<file path="config.mk">
export PLATFORM = sky130hd
export DESIGN_NAME = fwd_hazard_unit
export DESIGN_NICKNAME = d
export VERILOG_FILES = /design/src/rtl/pipe_pkg.sv /design/src/rtl/fwd_src_match.sv /design/src/rtl/fwd_hazard_unit.sv
export SDC_FILE = /design/constraint.sdc
export NUM_CORES = 1
export LEC_CHECK = 0
export ABC_AREA = 1
export ABC_CLOCK_PERIOD_IN_PS = 2200
export CAP_MARGIN = 20
export CORE_ASPECT_RATIO = 1.25
export CORE_MARGIN = 3
export CORE_UTILIZATION = 51
export CTS_CLUSTER_SIZE = 30
export DETAILED_ROUTE_END_ITERATION = 12
export PLACE_DENSITY = 0.85
export SYNTH_ARGS = -nofsm -noshare
export SYNTH_HDL_FRONTEND = slang
export SYNTH_HIERARCHICAL = 1
export SYNTH_SLANG_ARGS = --single-unit
</file>
<file path="constraint.sdc">
create_clock -name clk_i -period 2.2 [get_ports clk_i]
set_input_delay 0.22 -clock clk_i [delete_from_list [all_inputs] [get_ports clk_i]]
set_output_delay 0.22 -clock clk_i [all_outputs]
set_load 0.02 [all_outputs]
</file>
<file path="src/rtl/pipe_pkg.sv">
// rtl/pipe_pkg.sv - shared pipeline types and constants for forwarding/hazard logic
//
// Purpose : scoreboard entry type, select encoding and the register address
//           width shared with the register file and decode.
// Ports   : none (package).
package pipe_pkg;

    // Register address width used across the pipeline.
    localparam int DEF_ADDR_W = 3;

    // Select value that routes an operand from the register file.
    localparam int SEL_REGFILE = 0;

    // One tracked producer: does it write a register, which one, is it a load.
    typedef struct packed {
        logic                  valid;
        logic [DEF_ADDR_W-1:0] addr;
        logic                  is_load;
    } sb_entry_t;

endpackage

</file>
<file path="src/rtl/fwd_src_match.sv">
// rtl/fwd_src_match.sv - youngest-match priority encoder for one source operand
//
// Purpose : picks the youngest scoreboard slot writing this source register
//           and flags a load-use hazard when that slot's data is not ready.
// Ports   : src_addr_i  source register address
//           sb_i        scoreboard, element k-1 holds slot k (slot 1 youngest)
//           sel_o       0 = register file, k = bypass bus k
//           hazard_o    youngest match is a load still inside the load latency
module fwd_src_match
    import pipe_pkg::*;
#(
    parameter int ADDR_W   = pipe_pkg::DEF_ADDR_W,
    parameter int DEPTH    = 2,
    parameter int LOAD_LAT = 1,
    parameter int SEL_W    = $clog2(DEPTH + 1)
) (
    input  logic [ADDR_W-1:0]        src_addr_i,
    input  sb_entry_t [DEPTH-1:0]    sb_i,
    output logic [SEL_W-1:0]         sel_o,
    output logic                     hazard_o
);

    // Scan oldest to youngest so the youngest match overwrites older ones.
    always_comb begin
        sel_o    = SEL_W'(SEL_REGFILE);
        hazard_o = 1'b0;
        for (int k = DEPTH; k >= 1; k--) begin
            if ((src_addr_i != '0) && sb_i[k-1].valid && (sb_i[k-1].addr == src_addr_i)) begin
                sel_o    = SEL_W'(k);
                hazard_o = sb_i[k-1].is_load && (k <= LOAD_LAT);
            end
        end
    end

endmodule

</file>
<file path="src/rtl/fwd_hazard_unit.sv">
// rtl/fwd_hazard_unit.sv - parametrised forwarding select and load-use stall unit
//
// Purpose : tracks the last DEPTH register writers in a shift-register
//           scoreboard, selects the youngest bypass bus per source operand,
//           stalls issue on load-use and registers selects into EX.
// Ports   : clk_i, rst_i (async active-high)
//           issue_valid_i / issue_ready_o   issue handshake
//           src_addr_i    NUM_SRC packed source addresses
//           dst_addr_i, dst_we_i, dst_memread_i   producer description
//           flush_i       squash all tracking and any simultaneous issue
//           sel_o, sel_valid_o   registered per-source selects for EX
//           stall_o       load-use stall
//           stall_cnt_o, fwd_cnt_o   saturating statistics, present only
//                         when FWD_HAZARD_STATS_EN is defined
// The scoreboard entry address field uses the shared package width, so
// ADDR_W is expected to equal pipe_pkg::DEF_ADDR_W.
module fwd_hazard_unit #(
    parameter int ADDR_W   = pipe_pkg::DEF_ADDR_W,
    parameter int NUM_SRC  = 2,
    parameter int DEPTH    = 2,
    parameter int LOAD_LAT = 1,
    localparam int SEL_W   = $clog2(DEPTH + 1)
) (
    input  logic                       clk_i,
    input  logic                       rst_i,
    input  logic                       issue_valid_i,
    output logic                       issue_ready_o,
    input  logic [NUM_SRC*ADDR_W-1:0]  src_addr_i,
    input  logic [ADDR_W-1:0]          dst_addr_i,
    input  logic                       dst_we_i,
    input  logic                       dst_memread_i,
    input  logic                       flush_i,
    output logic [NUM_SRC*SEL_W-1:0]   sel_o,
    output logic                       sel_valid_o,
    output logic                       stall_o
`ifdef FWD_HAZARD_STATS_EN
    ,
    output logic [31:0]                stall_cnt_o,
    output logic [31:0]                fwd_cnt_o
`endif
);
    import pipe_pkg::*;

    sb_entry_t [DEPTH-1:0]      sb_q, sb_d;
    logic [NUM_SRC*SEL_W-1:0]   sel_q, sel_d;
    logic                       sel_valid_q, sel_valid_d;

    logic [NUM_SRC*SEL_W-1:0]   sel_comb;
    logic [NUM_SRC-1:0]         hazard;
    logic                       accept;

    for (genvar n = 0; n < NUM_SRC; n++) begin : g_src
        fwd_src_match #(
            .ADDR_W   (ADDR_W),
            .DEPTH    (DEPTH),
            .LOAD_LAT (LOAD_LAT),
            .SEL_W    (SEL_W)
        ) u_match (
            .src_addr_i (src_addr_i[n*ADDR_W +: ADDR_W]),
            .sb_i       (sb_q),
            .sel_o      (sel_comb[n*SEL_W +: SEL_W]),
            .hazard_o   (hazard[n])
        );
    end

    assign stall_o       = issue_valid_i & (|hazard) & ~flush_i;
    assign issue_ready_o = ~stall_o;
    assign accept        = issue_valid_i & issue_ready_o & ~flush_i;

    // A stalled or idle cycle shifts in an invalid entry, so a pending load
    // ages one slot per cycle and the stall releases without a counter.
    always_comb begin
        sb_d        = sb_q;
        sel_d       = '0;
        sel_valid_d = 1'b0;
        if (flush_i) begin
            sb_d = '0;
        end else begin
            for (int k = DEPTH - 1; k >= 1; k--) begin
                sb_d[k] = sb_q[k-1];
            end
            sb_d[0].valid   = accept & dst_we_i & (dst_addr_i != '0);
            sb_d[0].addr    = dst_addr_i;
            sb_d[0].is_load = dst_memread_i;
            sel_d           = accept ? sel_comb : '0;
            sel_valid_d     = accept;
        end
    end

    always_ff @(posedge clk_i or posedge rst_i) begin
        if (rst_i) begin
            sb_q        <= '0;
            sel_q       <= '0;
            sel_valid_q <= 1'b0;
        end else begin
            sb_q        <= sb_d;
            sel_q       <= sel_d;
            sel_valid_q <= sel_valid_d;
        end
    end

    assign sel_o       = sel_q;
    assign sel_valid_o = sel_valid_q;

`ifdef FWD_HAZARD_STATS_EN
    logic [31:0] stall_cnt_q, stall_cnt_d;
    logic [31:0] fwd_cnt_q, fwd_cnt_d;
    logic [31:0] n_fwd;
    logic [32:0] fwd_sum;

    always_comb begin
        n_fwd = '0;
        for (int n = 0; n < NUM_SRC; n++) begin
            if (sel_comb[n*SEL_W +: SEL_W] != '0) begin
                n_fwd = n_fwd + 32'd1;
            end
        end
    end

    assign fwd_sum = {1'b0, fwd_cnt_q} + {1'b0, n_fwd};

    always_comb begin
        stall_cnt_d = stall_cnt_q;
        fwd_cnt_d   = fwd_cnt_q;
        if (stall_o && (stall_cnt_q != '1)) begin
            stall_cnt_d = stall_cnt_q + 32'd1;
        end
        if (accept) begin
            fwd_cnt_d = fwd_sum[32] ? '1 : fwd_sum[31:0];
        end
    end

    always_ff @(posedge clk_i or posedge rst_i) begin
        if (rst_i) begin
            stall_cnt_q <= '0;
            fwd_cnt_q   <= '0;
        end else begin
            stall_cnt_q <= stall_cnt_d;
            fwd_cnt_q   <= fwd_cnt_d;
        end
    end

    assign stall_cnt_o = stall_cnt_q;
    assign fwd_cnt_o   = fwd_cnt_q;
`endif

endmodule

</file>
* Word-level counts from Yosys, hierarchy flattened
Index checks and enable logic that the tools add are counted.
** Operators by class
- Reduce and logical (&&, ||, !) cells :: 12
- Equal/unequal tests :: 4
- Mux-type cells :: 10
- Bitwise operators :: 8
** Operator list (number)
- 3-bit == test :: 4
- 10-bit 2-to-1 mux :: 1
- 3-bit nonzero test :: 3
- 1-bit logical AND :: 8
- 2-bit 2-to-1 mux :: 4
- 4-bit 2-to-1 mux :: 2
- 1-bit AND :: 6
- 1-bit 2-to-1 mux :: 3
- 1-bit inverter :: 2
- 2-bit OR reduction :: 1
** Word-level totals
- Output and inout bits :: 7
- Register bits after elaboration :: 14
- Logic and storage cells :: 41

* Logic depth before layout (Yosys ltp)
- Word-level depth :: 13
- Depth in mapped cells :: 8
- Gate-level depth less buffers :: 8

* Hierarchy
The synthesis kept the hierarchy.
** By module, submodules not included
- fwd_hazard_unit :: cells each 54, area each 551.8 µm², instances 1
- fwd_src_match :: cells each 36, area each 176.4 µm², instances 2

* Worst setup path before layout
No wires, ideal clock.
- Path kind :: register to output
- Start point :: reg sb_q[1] (netlist bit)
- End point :: out issue_ready_o
- Arrival time :: 1281 ps
- Setup slack :: 699 ps
- Cell stages (with the launch flop) :: 8
- Required time :: 1980 ps
- Cells stage by stage :: dfrtp_1 -> inv_1 -> a21oi_1 -> nand3_2 -> nor3_2 -> nor2_4 -> nor3_4 -> inv_2
** Between the ends
- Cells in the longest elaborated chain, start to end :: 7
- Elaborated cells on any way between the ends :: 10
** RTL lines
- start, declared :: RTL line fwd_hazard_unit.sv:44 : sb_entry_t [DEPTH-1:0] sb_q, sb_d;
- start signal, assigned :: RTL line fwd_hazard_unit.sv:92 : sb_q <= '0;
- start signal, assigned :: RTL line fwd_hazard_unit.sv:96 : sb_q <= sb_d;
- 3-bit == test :: RTL line fwd_src_match.sv:28 : if ((src_addr_i != '0) && sb_i[k-1].valid && (sb_i[k-1].addr == src_addr_i)) begin
- 1-bit logical AND :: RTL line fwd_src_match.sv:28
- 1-bit 2-to-1 mux :: RTL line fwd_src_match.sv:28
- named net hazard[1] :: RTL line fwd_hazard_unit.sv:49 : logic [NUM_SRC-1:0] hazard;
- 2-bit OR reduction :: RTL line fwd_hazard_unit.sv:66 : assign stall_o = issue_valid_i & (|hazard) & ~flush_i;
- 1-bit AND (2 in series) :: RTL line fwd_hazard_unit.sv:66
- named net stall_o :: RTL line fwd_hazard_unit.sv:35 : output logic stall_o
- 1-bit inverter :: RTL line fwd_hazard_unit.sv:67 : assign issue_ready_o = ~stall_o;
- end, declared :: RTL line fwd_hazard_unit.sv:27 : output logic issue_ready_o,
The timed path passes the listed nets, and every way through them passes these cells.

* Worst setup path in the final report
- Start point :: reg sb_q[1] (netlist bit)
- End point :: out stall_o
** Between the ends
- Cells in the longest elaborated chain, start to end :: 6
- Elaborated cells on any way between the ends :: 9
** RTL lines (RTL line)
- 3-bit == test :: fwd_src_match.sv:28
- 1-bit logical AND :: fwd_src_match.sv:28
- 1-bit 2-to-1 mux :: fwd_src_match.sv:28
- named net hazard[1] :: fwd_hazard_unit.sv:49
- 2-bit OR reduction :: fwd_hazard_unit.sv:66
- 1-bit AND (2 in series) :: fwd_hazard_unit.sv:66
- end, declared :: fwd_hazard_unit.sv:35
The timed path passes the listed nets, and every way through them passes these cells.

==> results.cfg <==
[global_route]
grt_pass1_wl_um = 3040
antenna_found_initial = 0
grt_usage_pct = 18.4
grt_overflow = 0
grt_max_degree = 15
grt_pass1_vias = 786

[sta]
slew_violations = 0
fin_skew_ps = 7.44
grt_setup_unrepaired = false
tightest_slew_ps = 528
fin_crit_sh_pct = 91.8
timing.hold.ws_ps = 285
setup_viol = 0
fmax_mhz = 495
period_needed_ps = 2020
slew_headroom_pct = 64.8
hold_viol = 0

[cells_and_area]
final_nets = 171
n_antenna_cell = 0
area_growth_pct = 34.6
nFillCells = 121
drive_above_1_share_pct = 24.0
layout_commonest_cell = inv_1
final_cell_mix = 31 x inv_1, 28 x nand2_1, 19 x clkdlybuf4s50_1

[pwr]
power_frac_seq_pct = 53.3
share_comb_of_total_power_pct = 20.6
p_sw_share_pct = 25.8
cellLeakagePower_nw = 0.594
clkPwrFrac_pct = 26.1
vdd_drop_max_mv = 0.379
switchingPower_uw = 132
p_int_uw = 380
powerDensity_nw_per_um2 = 436
power_uw = 512

[logic_synthesis]
ys.warnings.count = 6
synth_area_um2 = 872
syn_avg_cell_area_um2 = 7.09
synth_nets = 138
synthCells = 123

[worst_setup_path]
critPathKind = reg -> out
worstPathMaxFanout = 5
cp.arrival_ps = 1800
cp.required_ps = 1980
crit_path_start_kind = register
cp-end-kind = output pin

[status]
run_status = complete, no violations

[worst_hold_path]
hp-class = in -> async

[detailed_routing]
via_per_inst = 4.55
drt_iter0_drc = 9
drc = 0
vias = 782
firstDrtPassIters = 4
drt-total-wl_um = 1710
wl_per_cell_um = 9.91
detail-route-antenna-nets = 0

[clock_tree]
clockBufferDepth = 2
cts.sinks = 14
cts_buffers = 3
htreeDepth = 1
clk_latency_ps = 270
clk_pin_slew_ps = 80
holdBufCountCts = 0
root_buffer = clkbuf_4
tritoncts = built

[place]
hpwl_um = 1440
gp_congestion = 0.754
port_buffers = 21

[job]
maxCapViolCount = 0

[floorplanning]
start_util_pct = 55.1
die_h_um = 52.2
rows = 16
core_um2 = 1580
die-area_um2 = 2250
dieWidth_um = 43.0
io_pins = 22
state kept, by name, summed over array words and instances, names as in the netlist:
signal,count
sb_q,9
sel_o,4
sel_valid_o,1
repair_timing:
| item | 4_1_cts | 5_1_grt |
|---|---|---|
| setup endpoints to repair | 2 | 0 |
| resized for setup | 2 | 0 |
| hold endpoints to repair | 0 | 0 |
| buffers inserted | 1 | 0 |
power groups by stage:
stage / clock network, mW / logic, mW / registers (mW)
after detailed placement: 0 / 0.105 / 0.278
after global placement: 0 / 0.0995 / 0.277
after CTS: 0.142 / 0.107 / 0.272
after global routing: 0.157 / 0.119 / 0.274
final: 0.134 / 0.105 / 0.273
after floorplan: 0 / 0.0548 / 0.277
final timing paths:
kind / end / slack [ps] / startpoint / cells after the start
setup reg to reg: sb_q[4] / 850 / sb_q[1] / 7
max in group asynchronous: sb_q[7] / 1560 / rst_i / 2
hold / removal: sel_o[1] / 290 / rst_i / 2
min in group clk_i: sb_q[0] / 450 / dst_memread_i / 3
hold reg to reg: sb_q[9] / 540 / sb_q[4] / 2
setup / recovery: stall_o / 180 / sb_q[1] / 7
critical path, cell delays in order (launching register included):
cell	delay, ps
dfrtp_1	430
inv_1	60
a21oi_1	160
nand3_2	100
nor3_2	200
nor2_4	80
nor3_4	130
dlygate4sd2_1	360
final cells by class:
| class | count | area, um2 | share of cell area, % |
|---|---|---|---|
| multi-input combinational | 68 | 360 | 30.7 |
| sequential | 14 | 350 | 29.9 |
| timing repair buffer | 29 | 268 | 22.8 |
| inverter | 40 | 150 | 12.8 |
| clock buffer | 3 | 22.5 | 1.92 |
| tap | 18 | 22.5 | 1.92 |
layer usage:
| layer | global-route usage [%] | wire length (um) |
|---|---|---|
| met1 | 19.6 | 685 |
| met2 | 33.0 | 930 |
| met3 | 3.44 | 54 |
| met4 | 11.1 | 34 |
| met5 | 0 | 0 |
stage by stage:
step / utilization, % / worst slack [ps] / TNS [ps] / instances / instance area, um2
floorplan: - / 699 / 0 / 123 / 872
global placement: 72.5 / -62.1 / -62.1 / 168 / 1150
detailed placement: 72.5 / -84.7 / -107 / 168 / 1150
CTS: 74.2 / 170 / 0 / 172 / 1170
global route: 74.2 / 56.0 / 0 / 172 / 1170
finish: 74.2 / 181 / 0 / 172 / 1170
Note: power is estimated with default switching activity, not from simulation.
==> patch 1: new RTL, same settings <==
Change the parameter `NUM_SRC` from 2 to 4.
--- a/src/rtl/fwd_hazard_unit.sv
+++ b/src/rtl/fwd_hazard_unit.sv
@@ -16,7 +16,7 @@
 // ADDR_W is expected to equal pipe_pkg::DEF_ADDR_W.
 module fwd_hazard_unit #(
     parameter int ADDR_W   = pipe_pkg::DEF_ADDR_W,
-    parameter int NUM_SRC  = 2,
+    parameter int NUM_SRC  = 4,
     parameter int DEPTH    = 2,
     parameter int LOAD_LAT = 1,
     localparam int SEL_W   = $clog2(DEPTH + 1)
Interface: changed (resized sel_o and src_addr_i); port bits go from 22 to 32. The function was not compared with the original's and may differ.
==> patch 1 against the unedited design <==
- clock power grew 17%
- critical path depth up 1
- core utilization fell by 1.1 points
- critical endpoint is now issue_ready_o
- worst hold slack gained 0.033 ns
- worst setup slack better by 0.041 ns
- highest routed layer unchanged
- largest cell class unchanged
- register-to-register slack lost 0.10 ns
- design area grew 54%
- wire length increased by 64%
- sequential cell count rose by 4
- power up 33%
- area after synthesis increased by 56%
- critical path type unchanged
==> patch 1: results (changes against the unedited design) <==
[status]
status = finished, final reports clean

[clock_network]
clk_pin_slew_worst_paths_ns = 0.09
cts_buffers = 3  ; unchanged
cts-htree-levels = 1  ; unchanged
clockBufferDepth = 2  ; unchanged
cts_root_buffer = clkbuf_4
clk_latency_ns = 0.29  ; +0.02 ns

[hold_path]
hold_class = in -> async

[place]
routabilityCongestion = 0.811  ; +7.5%
placed_cell_area_mm2 = 0.00179  ; +56%
hpwlAfterDp_um = 2260  ; +57%
placement.io_buffers = 31  ; +48%

[global_routing]
grt_pass1_wl_um = 4820  ; +59%
gr-usage-all-layers_pct = 19.4  ; +1.1 points
overflow = 0  ; unchanged
grt_pass1_vias = 1194  ; +52%
antenna_found_initial = 0  ; unchanged
grt_max_degree = 19  ; +4

[synth]
yosys_warnings = 6  ; unchanged
synth_nets = 230  ; +67%

[layout]
top_register = sb_q
drive_above_1_share_pct = 25.6  ; +1.6 points
nFillCells = 190  ; +57%
largest_register_ffs = 9  ; unchanged
nets = 277  ; +62%
diodes = 0  ; unchanged

[worst_setup_path]
cp_data_arrival_time_ns = 1.76  ; -0.04 ns
crit_fanout = 9  ; +4

[power_and_ir_drop]
worst_ir_drop_vdd_v = 0.000328  ; -13%
p_leak_uw = 0.000895  ; +51%

[sta]
slew-limit-headroom_pct = 55.8  ; -9.0 points
skew_ns = 0.00702  ; -0.000415 ns
final_hold_viol_count = 0  ; unchanged

[detailed_routing]
vias = 1301  ; +66%
drt_iter0_markers = 27  ; +18
dr.pass1.iters = 4  ; unchanged
wl_um = 2790  ; +64%

## patch 1: cell types whose count changed in the layout (fill, tap and decap cells not counted), sizes merged, moves of 4 or more
cell,before,now
inv,40,68
clkdlybuf4s50,19,29
dfrtp,14,18
nor2,24,37
nand3,8,17
nand2,29,56
buf,8,12
## patch 1: per-layer routing
layer	global-route usage, %	up-vias	routed length, um
li1	-	686	-
met1	21.7	582	1130
met2	35.1	26	1500
met3	3.03	7	97
met4	8.63	0	61
met5	0	-	0
## patch 1: final timing paths
check	startpoint	endpoint	slack [ns]	depth (start not counted)
setup / recovery	sb_q[1]	issue_ready_o	0.22	8
hold / removal	rst_i	sel_o[1]	0.32	2
setup reg to reg	sb_q[1]	sel_o[0]	0.75	8
hold reg to reg	sb_q[4]	sb_q[9]	0.59	2
max in group asynchronous	rst_i	sb_q[1]	1.41	2
min in group clk_i	dst_memread_i	sb_q[0]	0.43	3
## patch 1: what timing repair did
item / CTS / global route
setup endpoints to repair: 2 / 2
buffers inserted: 1 / 0
resized for setup: 5 / 2
## patch 1: layout make-up
class                   instances  area [um^2]  share of cell area, %
flip-flops and latches         18          454                   25.1
repair buffers                 43          394                   21.8
multi-input cells             122          644                   35.6
clock buffers                   3         22.5                   1.24
well taps                      33         41.3                   2.28
inverters                      68          255                   14.1
## patch 1: power breakdown
part	internal, uW	switching, uW
combinational	79.5	88.3
sequential	339	15.4
clock	63.8	92.8
## patch 1: through the flow
step,worst slack (ns),cells,TNS (ns)
after CTS,0.0967,288,0
after global placement,-0.0109,284,-0.0109
final,0.222,287,0
after floorplan,0.644,209,0
after global routing,0.0102,287,0
after detailed placement,-0.0686,284,-0.0713
## patch 1: worst max-delay path, stage by stage, from the launching register on
cell           delay [ns]
dfrtp_2              0.47
inv_1                0.06
a21oi_1              0.15
nand3_2              0.12
nor3_2               0.14
nor2_1               0.08
nand2_1              0.06
nand2_1              0.06
dlygate4sd2_1        0.32
==> patch 2: new RTL, same flow settings <==
Without the edit above. The option `FWD_HAZARD_STATS_EN` is turned on by a define.
--- a/src/rtl/fwd_hazard_unit.sv
+++ b/src/rtl/fwd_hazard_unit.sv
@@ -14,6 +14,8 @@
 //                         when FWD_HAZARD_STATS_EN is defined
 // The scoreboard entry address field uses the shared package width, so
 // ADDR_W is expected to equal pipe_pkg::DEF_ADDR_W.
+`define FWD_HAZARD_STATS_EN
+
 module fwd_hazard_unit #(
     parameter int ADDR_W   = pipe_pkg::DEF_ADDR_W,
     parameter int NUM_SRC  = 2,
Function (old outputs only; new: fwd_cnt_o and stall_cnt_o): kept (Yosys induction, for registers that start in step).
==> patch 2 against the unedited design <==
- the run now ends with setup timing left
- power increased to 6.8 times the old value
- area after synthesis increased to 5.8 times the old value
- sequential share of layout area decreased by 2.2 points
- sequential cell count increased by 64
- design area increased to 6.0 times the old value
- worst setup slack got worse by 0.99 ns
- synthesized cell count increased to 5.9 times the old value
- clock skew about the same
- wire length increased to 9.6 times the old value
- critical path type is now reg -> reg
- critical endpoint is now fwd_cnt_o[5]
- largest cell class unchanged
- largest power group is now the clock network
==> patch 2: results (changes against the unedited design) <==
[synth]
avgSynthCellArea_um2 = 6.88  ; -3.0%

[detailed_routing]
vias = 5467  ; +600%
dr.pass1.iters = 7  ; +3
drt_iter0_markers = 397  ; +388
met2_length_um = 8290  ; +790%
wl_um = 16300  ; +860%

[clock_network]
cts_buffers = 9  ; +6
clk_pin_slew_worst_paths_ns = 0.06  ; -0.02 ns
cts_root_buffer = clkbuf_16
clk_latency_ns = 0.35  ; +0.08 ns

[sta]
final.setup.tns_ns = -23.29  ; -23.29 ns
slew-limit-headroom_pct = 71.9  ; +7.1 points
worst_slack_ns = -0.809  ; -0.990 ns
finalSetupViolations = 32  ; +32
skew_ns = 0.00764  ; +0.000201 ns

[place]
placed_cell_area_mm2 = 0.00625  ; +450%
placement.io_buffers = 85  ; +300%

[worst_setup_path]
cp_data_arrival_time_ns = 3.28  ; +1.48 ns

[power_and_ir_drop]
worst_ir_drop_vdd_v = 0.000439  ; +16%
p_sw_share_pct = 24.9  ; -0.85 points

[global_routing]
grt_use_met1_pct = 30.0  ; +10 points
grt_pass1_vias = 5183  ; +560%
use_met3_pct = 3.07  ; -0.37 points
grt_max_degree = 79  ; +64

[status]
status = finished with violations
failed_checks = setup timing

[layout]
drive_above_1_share_pct = 19.3  ; -4.7 points
stdcell_count = 992  ; +480%

## patch 2: final cells by class
cell class | instances | area, um^2 | area share, %
multi-input combinational | 547 | 2840 | 40.1
sequential | 78 | 1960 | 27.7
timing repair buffer | 133 | 1420 | 20.1
inverter | 95 | 374 | 5.29
clock buffer | 9 | 225 | 3.18
tap | 123 | 154 | 2.18
clock inverter | 7 | 98.8 | 1.40
## patch 2: path summary, 6_finish.rpt
path,end,slack (ns),from
max in group asynchronous,sb_q[1],1.50,rst_i
worst min register to register,stall_cnt_o[1],0.56,stall_cnt_o[1]
min in group clk_i,sb_q[0],0.41,dst_memread_i
worst max-delay path,fwd_cnt_o[5],-0.81,sb_q[1]
worst max register to register,fwd_cnt_o[5],-0.81,sb_q[1]
worst min-delay path,stall_cnt_o[31],0.34,rst_i
## patch 2: power groups by stage
stage | Combinational, uW | Sequential [uW] | Clock [uW]
final | 313 | 1520 | 1640
after global routing | 346 | 1520 | 1690
after CTS | 296 | 1510 | 1630
after detailed placement | 290 | 1540 | 0
after global placement | 284 | 1540 | 0
after floorplan | 131 | 1550 | 0
## patch 2: worst max-delay path, delay by kind of cell (launching register included)
family	cells	cell delay, ns
AND/OR/NAND/NOR	10	1.09
adder cells (fa/ha/maj)	3	0.81
buffers and inverters	5	0.46
flip-flops	1	0.44
AO/OA/AOI/OAI	1	0.13
## patch 2: stage by stage
step	worst slack [ns]	util, %	hold slack [ns]
finish	-0.809	75.5	0.342
global route	-0.954	75.5	0.390
CTS	-0.636	71.2	0.365
detailed placement	-1.01	66.8	0.540
global placement	-0.898	66.8	0.521
floorplan	-0.509	-	0.321
## patch 2: repair_timing
action                                  in CTS  in global routing
setup buffers                                6                  6
endpoints found under the setup margin      59                 60
cloned                                       0                  7
pin swaps                                    8                 11
gates resized for setup                     27                 59
